**src/rtl/zcmt_jvt_cache.sv**
```systemverilog
// zcmt_jvt_cache: small fully-associative cache of Zcmt jump-vector-table
// entries, placed between the Zcmt decoder's table-fetch load port and a
// dedicated data-cache load port.
//
// The decoder sees a dcache-style responder. A hit returns two cycles after
// the grant. A miss is forwarded to the data cache, filled locally and then
// returned. Every entry is invalidated on flush_i and whenever the JVT base
// changes.
//
// The load-port structs are flattened into plain ports:
//   req_*_i / req_*_o : request from / response to the Zcmt decoder
//   dc_*_o  / dc_*_i  : request to / response from the data cache
// The core-config widths appear as individual parameters.
//
// Ports:
//   clk_i, rst_i    clock; synchronous active-high reset
//   flush_i         invalidate all entries (fence.i / JVT CSR write)
//   jvt_base_i      JVT base address bits [XLEN-1:6]
//   req_data_req_i, req_address_index_i, req_address_tag_i, req_tag_valid_i,
//   req_kill_req_i, req_data_id_i, req_data_size_i, req_data_we_i
//   req_data_gnt_o, req_data_rvalid_o, req_data_rid_o, req_data_rdata_o
//   dc_data_req_o, dc_address_index_o, dc_address_tag_o, dc_tag_valid_o,
//   dc_kill_req_o, dc_data_id_o, dc_data_size_o, dc_data_we_o
//   dc_data_gnt_i, dc_data_rvalid_i, dc_data_rid_i, dc_data_rdata_i
module zcmt_jvt_cache #(
  parameter int unsigned XLEN               = 32,
  parameter int unsigned DCACHE_INDEX_WIDTH = 12,
  parameter int unsigned DCACHE_TAG_WIDTH   = 20,
  parameter int unsigned DCACHE_TID_WIDTH   = 2,
  parameter int unsigned NrEntries          = 8
) (
  input  logic                          clk_i,
  input  logic                          rst_i,
  input  logic                          flush_i,
  input  logic [XLEN-7:0]               jvt_base_i,
  // decoder side
  input  logic                          req_data_req_i,
  input  logic [DCACHE_INDEX_WIDTH-1:0] req_address_index_i,
  input  logic [DCACHE_TAG_WIDTH-1:0]   req_address_tag_i,
  input  logic                          req_tag_valid_i,
  input  logic                          req_kill_req_i,
  input  logic [DCACHE_TID_WIDTH-1:0]   req_data_id_i,
  input  logic [1:0]                    req_data_size_i,
  input  logic                          req_data_we_i,
  output logic                          req_data_gnt_o,
  output logic                          req_data_rvalid_o,
  output logic [DCACHE_TID_WIDTH-1:0]   req_data_rid_o,
  output logic [XLEN-1:0]               req_data_rdata_o,
  // data-cache side
  output logic                          dc_data_req_o,
  output logic [DCACHE_INDEX_WIDTH-1:0] dc_address_index_o,
  output logic [DCACHE_TAG_WIDTH-1:0]   dc_address_tag_o,
  output logic                          dc_tag_valid_o,
  output logic                          dc_kill_req_o,
  output logic [DCACHE_TID_WIDTH-1:0]   dc_data_id_o,
  output logic [1:0]                    dc_data_size_o,
  output logic                          dc_data_we_o,
  input  logic                          dc_data_gnt_i,
  input  logic                          dc_data_rvalid_i,
  input  logic [DCACHE_TID_WIDTH-1:0]   dc_data_rid_i,
  input  logic [XLEN-1:0]               dc_data_rdata_i
);

  localparam int unsigned KEY_W = DCACHE_TAG_WIDTH + DCACHE_INDEX_WIDTH;
  localparam int unsigned PTR_W = $clog2(NrEntries);

  localparam logic [2:0] S_IDLE      = 3'd0;
  localparam logic [2:0] S_TAG       = 3'd1;
  localparam logic [2:0] S_MISS_REQ  = 3'd2;
  localparam logic [2:0] S_MISS_TAG  = 3'd3;
  localparam logic [2:0] S_MISS_WAIT = 3'd4;
  localparam logic [2:0] S_RESP      = 3'd5;

  logic [2:0]                          state_q, state_d;
  logic [NrEntries-1:0]                valid_q;
  logic [NrEntries-1:0][KEY_W-1:0]     key_q;
  logic [NrEntries-1:0][XLEN-1:0]      data_q;
  logic [PTR_W-1:0]                    rr_q;
  logic [XLEN-7:0]                     base_q;
  logic [XLEN-1:0]                     rdata_q;
  logic [DCACHE_TID_WIDTH-1:0]         id_q;
  logic [DCACHE_INDEX_WIDTH-1:0]       idx_q;
  logic [DCACHE_TAG_WIDTH-1:0]         tag_q;
  logic [1:0]                          size_q;
  // An invalidation was seen while the miss was in flight, so the fetched
  // data may belong to a stale table and must not be cached.
  logic                                pend_q;

  logic                                gnt, inval, hit, rsp_match, fill;
  logic [PTR_W-1:0]                    hit_idx;
  logic [KEY_W-1:0]                    lookup_key;

  assign gnt        = (state_q == S_IDLE) & req_data_req_i & ~req_data_we_i & ~flush_i;
  assign inval      = flush_i | (jvt_base_i != base_q);
  assign lookup_key = {req_address_tag_i, idx_q};
  assign rsp_match  = (state_q == S_MISS_WAIT) & dc_data_rvalid_i & (dc_data_rid_i == id_q);
  assign fill       = rsp_match & ~pend_q & ~inval;

  always_comb begin
    hit     = 1'b0;
    hit_idx = '0;
    for (int i = 0; i < int'(NrEntries); i++) begin
      if (valid_q[i] && key_q[i] == lookup_key) begin
        hit     = 1'b1;
        hit_idx = PTR_W'(i);
      end
    end
  end

  always_comb begin
    state_d = state_q;
    case (state_q)
      S_IDLE:      if (gnt) state_d = S_TAG;
      S_TAG: begin
        if (req_kill_req_i)       state_d = S_IDLE;
        else if (req_tag_valid_i) state_d = (hit && !flush_i) ? S_RESP : S_MISS_REQ;
      end
      S_MISS_REQ:  if (dc_data_gnt_i) state_d = S_MISS_TAG;
      S_MISS_TAG:  state_d = S_MISS_WAIT;
      S_MISS_WAIT: if (rsp_match) state_d = S_RESP;
      S_RESP:      state_d = S_IDLE;
      default:     state_d = S_IDLE;
    endcase
  end

  always_ff @(posedge clk_i) begin
    if (rst_i) begin
      state_q <= S_IDLE;
      valid_q <= '0;
      key_q   <= '0;
      data_q  <= '0;
      rr_q    <= '0;
      base_q  <= '0;
      rdata_q <= '0;
      id_q    <= '0;
      idx_q   <= '0;
      tag_q   <= '0;
      size_q  <= '0;
      pend_q  <= 1'b0;
    end else begin
      state_q <= state_d;
      base_q  <= jvt_base_i;
      case (state_q)
        S_IDLE: if (gnt) begin
          idx_q  <= req_address_index_i;
          id_q   <= req_data_id_i;
          size_q <= req_data_size_i;
        end
        S_TAG: if (!req_kill_req_i && req_tag_valid_i) begin
          if (hit && !flush_i) rdata_q <= data_q[hit_idx];
          else                 tag_q   <= req_address_tag_i;
          pend_q <= 1'b0;
        end
        S_MISS_REQ, S_MISS_TAG: if (inval) pend_q <= 1'b1;
        S_MISS_WAIT: begin
          if (inval)     pend_q  <= 1'b1;
          if (rsp_match) rdata_q <= dc_data_rdata_i;
        end
        default: ;
      endcase
      // Invalidation wins over a fill landing in the same cycle.
      if (inval) begin
        valid_q <= '0;
      end else if (fill) begin
        valid_q[rr_q] <= 1'b1;
        key_q[rr_q]   <= {tag_q, idx_q};
        data_q[rr_q]  <= dc_data_rdata_i;
        rr_q          <= rr_q + PTR_W'(1);
      end
    end
  end

  always_comb begin
    req_data_gnt_o     = gnt;
    req_data_rvalid_o  = 1'b0;
    req_data_rid_o     = '0;
    req_data_rdata_o   = '0;
    dc_data_req_o      = 1'b0;
    dc_address_index_o = '0;
    dc_address_tag_o   = '0;
    dc_tag_valid_o     = 1'b0;
    dc_kill_req_o      = 1'b0;
    dc_data_id_o       = '0;
    dc_data_size_o     = '0;
    dc_data_we_o       = 1'b0;
    case (state_q)
      S_MISS_REQ: begin
        dc_data_req_o      = 1'b1;
        dc_address_index_o = idx_q;
        dc_data_size_o     = size_q;
        dc_data_id_o       = id_q;
      end
      S_MISS_TAG: begin
        dc_tag_valid_o   = 1'b1;
        dc_address_tag_o = tag_q;
      end
      S_RESP: begin
        req_data_rvalid_o = 1'b1;
        req_data_rid_o    = id_q;
        req_data_rdata_o  = rdata_q;
      end
      default: ;
    endcase
  end

endmodule

```
**config.mk**
```make
export PLATFORM = sky130hd
export DESIGN_NAME = zcmt_jvt_cache
export DESIGN_NICKNAME = d
export VERILOG_FILES = /design/src/rtl/zcmt_jvt_cache.sv
export SDC_FILE = /design/constraint.sdc
export NUM_CORES = 2
export LEC_CHECK = 0
export BUFFER_PORTS_ARGS = -buffer_cell sky130_fd_sc_hd__buf_4
export CORE_MARGIN = 10
export CORE_UTILIZATION = 45
export DETAILED_ROUTE_END_ITERATION = 10
export PLACE_DENSITY_LB_ADDON = 0.12
export REMOVE_ABC_BUFFERS = 1
export SETUP_SLACK_MARGIN = 0.4
export SYNTH_ARGS = -nofsm -noshare
export SYNTH_HDL_FRONTEND = slang
export SYNTH_SLANG_ARGS = --single-unit
```
**constraint.sdc**
```tcl
create_clock -name clk_i -period 3.65 [get_ports clk_i]
set_clock_uncertainty 0.1 [all_clocks]
set_input_delay 0.1825 -clock clk_i [delete_from_list [all_inputs] [get_ports clk_i]]
set_output_delay 0.1825 -clock clk_i [all_outputs]
set_load 0.005 [all_outputs]
```
==> results.sh <==
export IMPL_num_vias=23483
export IMPL_comb_power_share_pct=5.7
export IMPL_pin_count=181
export IMPL_path_common_cell="nand3_1"
export IMPL_switching_share_pct=23.1
export IMPL_worstMarginPinSlew_ns=1.05
export IMPL_ir_worst_vdd_mv=0.301
export IMPL_arrival_ns=3.87
export IMPL_worst_path_buf_inv=4
export IMPL_final_net_count=3395
export IMPL_drv_slew=0
export IMPL_drc=0
export IMPL_required_ns=4.10
export IMPL_clock_sinks=621
export IMPL_seq_power_share_pct=44.7
export IMPL_p_clk_share_pct=49.6
export IMPL_grt_usage_pct=24.3
export IMPL_hold_path_class="input pin to flip-flop"
export IMPL_fin_util_pct=56.5
export IMPL_synth_area_um2=29100
export IMPL_numCtsBuffers=70
export IMPL_p_sw_w=0.00354
export IMPL_cts_tree="built"
export IMPL_hold_viol=0
export IMPL_antenna_found_initial=4
export IMPL_synth_seq_cells=621
export IMPL_p_per_area_nw_per_um2=422
export IMPL_cts_root_buffer="clkbuf_16"
export IMPL_setup_ws_ns=0.226
export IMPL_fin_crit_sh_pct=93.8
export IMPL_cts_max_level=3
export IMPL_synth_seq_area_share_pct=42.8
export IMPL_synthArstFlopShare_pct=0
export IMPL_grt_overflow=0
export IMPL_grt_pass1_vias=23121
export IMPL_clk_pin_slew_ns=0.06
export IMPL_layout_drive_gt1_share_pct=18.0
export IMPL_fin_hold_ws_ns=0.0555
export IMPL_std_cell_rows=93
export IMPL_cap_violations=0
export IMPL_clock_latency_ns=0.63
export IMPL_core_um2=64200
export IMPL_die_width_um=274
export IMPL_critPathSlowestCell="or4_1"
export IMPL_instances_no_fill=4197
export IMPL_port_buffers=178
export IMPL_power_w=0.0153
export IMPL_cp_max_fo=17
export IMPL_status="complete, no violations"
export IMPL_crit_type="flip-flop to flip-flop"
export IMPL_first_iter_violations=1960
export IMPL_wl_per_cell_um=23.3
export IMPL_relSlewSlack_pct=30.1
export IMPL_fin_crit_ns=3.42
export IMPL_hpwlAfterDp_mm=59.1
export IMPL_start_util_pct=45.3
export IMPL_die_area_um2=75200
export IMPL_setup_viol=0
export IMPL_slowest_delay_ns=0.54
export IMPL_grt_max_degree=122
export IMPL_synth_avg_cell_area_um2=9.47
export IMPL_place_congestion=0.948
export IMPL_power_leakage_nw=15.9
export IMPL_dpl_worst_slack_ns=0.181
export IMPL_syn_to_final_growth_pct=24.8
export IMPL_cp_end_kind="flip-flop"
export IMPL_ys_warn_count=0
export IMPL_die_h_um=274
export IMPL_dp_cells=3930
export IMPL_grt_pass1_wl_mm=142
export IMPL_first_pass_iters=6
export IMPL_synth_cell_type_count=64
export IMPL_avgViaCountPerCell=5.60
export IMPL_p_int_w=0.0118
export IMPL_cts_buffer_depth=3
export IMPL_path_cells="buf_8 -> xor2_1 -> or4_1 -> nor4_1 -> buf_4 -> nand3_1 -> nand4_1 -> o211ai_4 -> a211oi_4 -> buf_6 -> buf_12 -> o211ai_1 -> nand3_1"
export IMPL_synth_edff_count=0
export IMPL_rsz0062_at_grt="true"
export IMPL_fmax_mhz=292
export IMPL_netlist_instances=3070
export IMPL_ant_nets=0
export IMPL_critical_path_startpoint_type="flip-flop"
export IMPL_routed_wl_mm=97.8
export IMPL_crit_family="simple AND/OR/NAND/NOR gates"
export IMPL_ys_flop_type="dfxtp_1"
[layout by cell type (no fill, tap or decap), drive strengths merged, types with 7 or more instances in the layout]
| master | netlist | layout |
|---|---|---|
| nand2 | 84 | 84 |
| xnor2 | 121 | 121 |
| a221o | 32 | 32 |
| mux2i | 561 | 561 |
| o21ai | 15 | 15 |
| o22a | 26 | 26 |
| dlygate4sd3 | 0 | 96 |
| nand4 | 50 | 50 |
| o211ai | 59 | 59 |
| and2 | 72 | 72 |
| clkbuf | 203 | 116 |
| xor2 | 160 | 160 |
| bufinv | 0 | 10 |
| mux2 | 58 | 58 |
| nand2b | 11 | 11 |
| nor4 | 57 | 57 |
| buf | 81 | 319 |
| nor4b | 8 | 8 |
| a21oi | 66 | 66 |
| nor2b | 28 | 28 |
| nand3 | 51 | 51 |
| nor3 | 11 | 11 |
| or4 | 12 | 12 |
| nor2 | 602 | 602 |
| o221ai | 7 | 7 |
| nand4b | 12 | 12 |
| inv | 17 | 23 |
| dfxtp | 621 | 621 |
[synth_stat cells, types with 3 or more instances]
cell type    n  area (um2)
nor4b_1      8        70.1
a221o_1     32         320
nor3_1      11        55.1
o21ai_0     11        55.1
mux2_1       7        78.8
nor2b_1     28         175
and2_1      72         450
buf_6        5        56.3
o211ai_1    28         210
nor2_1     602        2260
and3_1       6        37.5
xnor2_1    121        1060
o211ai_2    31         388
dfxtp_1    621       12400
nand3_1     21         105
mux2_2      51         574
a21oi_1     65         325
nand4_1     50         313
xor2_1     160        1400
o21a_1       4        30.0
clkbuf_4     3        22.5
or4_1       11        82.6
nand2b_1    11        68.8
or3_1        4        25.0
nand2_1     84         315
o22a_1      26         228
o221ai_1     7        61.3
nand3_2     30         300
nor4_1      57         357
buf_1       17        63.8
mux2i_1    561        5620
o21ai_1      4        20.0
clkbuf_1   200         751
nand4b_1    12         105
a21boi_1     3        22.5
buf_2       57         285
inv_1       17        63.8
[through the flow]
step           setup TNS [ns]  instance area (um2)
3_3_place_gp                0                31700
2_1_floorplan        -1635.44                27900
6_report                    0                36300
3_5_place_dp                0                31700
5_1_grt                     0                36300
4_1_cts                     0                35400
[worst register-to-register path, stage by stage, from the launching register on]
cell and delay, ns:
dfxtp_1 0.37, buf_8 0.24, xor2_1 0.15, or4_1 0.54, nor4_1 0.38, buf_4 0.20, nand3_1 0.12, nand4_1 0.23
o211ai_4 0.14, a211oi_4 0.31, buf_6 0.20, buf_12 0.18, o211ai_1 0.11, nand3_1 0.09
[repair_timing]
item / 4_1_cts / 5_1_grt
hold buffers: 96 / 0
buffers inserted: 5 / 16
gates cloned: 6 / 19
endpoints found under the setup margin: 69 / 451
pin swaps: 22 / 29
resized for setup: 16 / 61
hold endpoints to repair: 372 / 0
[metal layers]
layer	GRT usage (%)	up-vias	routed length, um
met5	0	-	26
met1	33.4	11578	44400
met4	8.39	4	2710
met3	4.79	146	6680
met2	37.7	832	44000
li1	-	10923	-
[sequential cells by signal (all words and copies together) (netlist names)]
register and flops:
state_q 3, key_q 256, size_q 2, base_q 26, idx_q 12, data_q 256
id_q 2, rdata_q 32, tag_q 20, valid_q 8, pend_q 1, rr_q 3
[cell families (layout without fill, tap and decap cells)]
| group | Yosys count | after routing | share of synthesized area, % |
|---|---|---|---|
| XOR/XNOR | 281 | 281 | 8.47 |
| AND/OR/NAND/NOR | 1017 | 1017 | 16.5 |
| buffers and inverters | 302 | 572 | 4.34 |
| other | 1 | 3 | 0.0129 |
| multiplexers | 619 | 619 | 21.6 |
| flip-flops | 621 | 621 | 42.8 |
| adder cells (fa/ha/maj) | 1 | 1 | 0.0430 |
| AO/OA/AOI/OAI | 228 | 228 | 6.27 |
[power by group through the flow]
stage / registers (W) / logic, W / clock network, W
after detailed placement: 0.00699 / 0.000743 / 0
after global placement: 0.00699 / 0.000735 / 0
final: 0.00685 / 0.000865 / 0.00759
after CTS: 0.00684 / 0.000841 / 0.00769
after global routing: 0.00685 / 0.000915 / 0.00799
after floorplan: 0.00699 / 0.000244 / 0
[final cells by class]
type / instances / area (um2)
inverters: 18 / 67.6
diodes: 1 / 2.50
multi-input cells: 2148 / 15600
clock inverters: 23 / 427
fillers: 5561 / 27900
repair buffers: 430 / 4610
clock buffers: 101 / 2040
well taps: 855 / 1070
flip-flops and latches: 621 / 12400
[final timing paths]
check | startpoint | to | slack, ns | cells past startpoint
max | idx_q[5]$_SDFFE_PP0P_ | rdata_q[0]$_SDFFE_PP0P_ | 0.23 | 13
min | req_address_tag_i[4] | tag_q[4]$_SDFFE_PP0P_ | 0.06 | 4
max reg2reg | idx_q[5]$_SDFFE_PP0P_ | rdata_q[0]$_SDFFE_PP0P_ | 0.23 | 13
min reg2reg | valid_q[1]$_SDFFE_PP0P_ | valid_q[1]$_SDFFE_PP0P_ | 0.36 | 2
No activity file was read; power rests on OpenSTA's default activity.
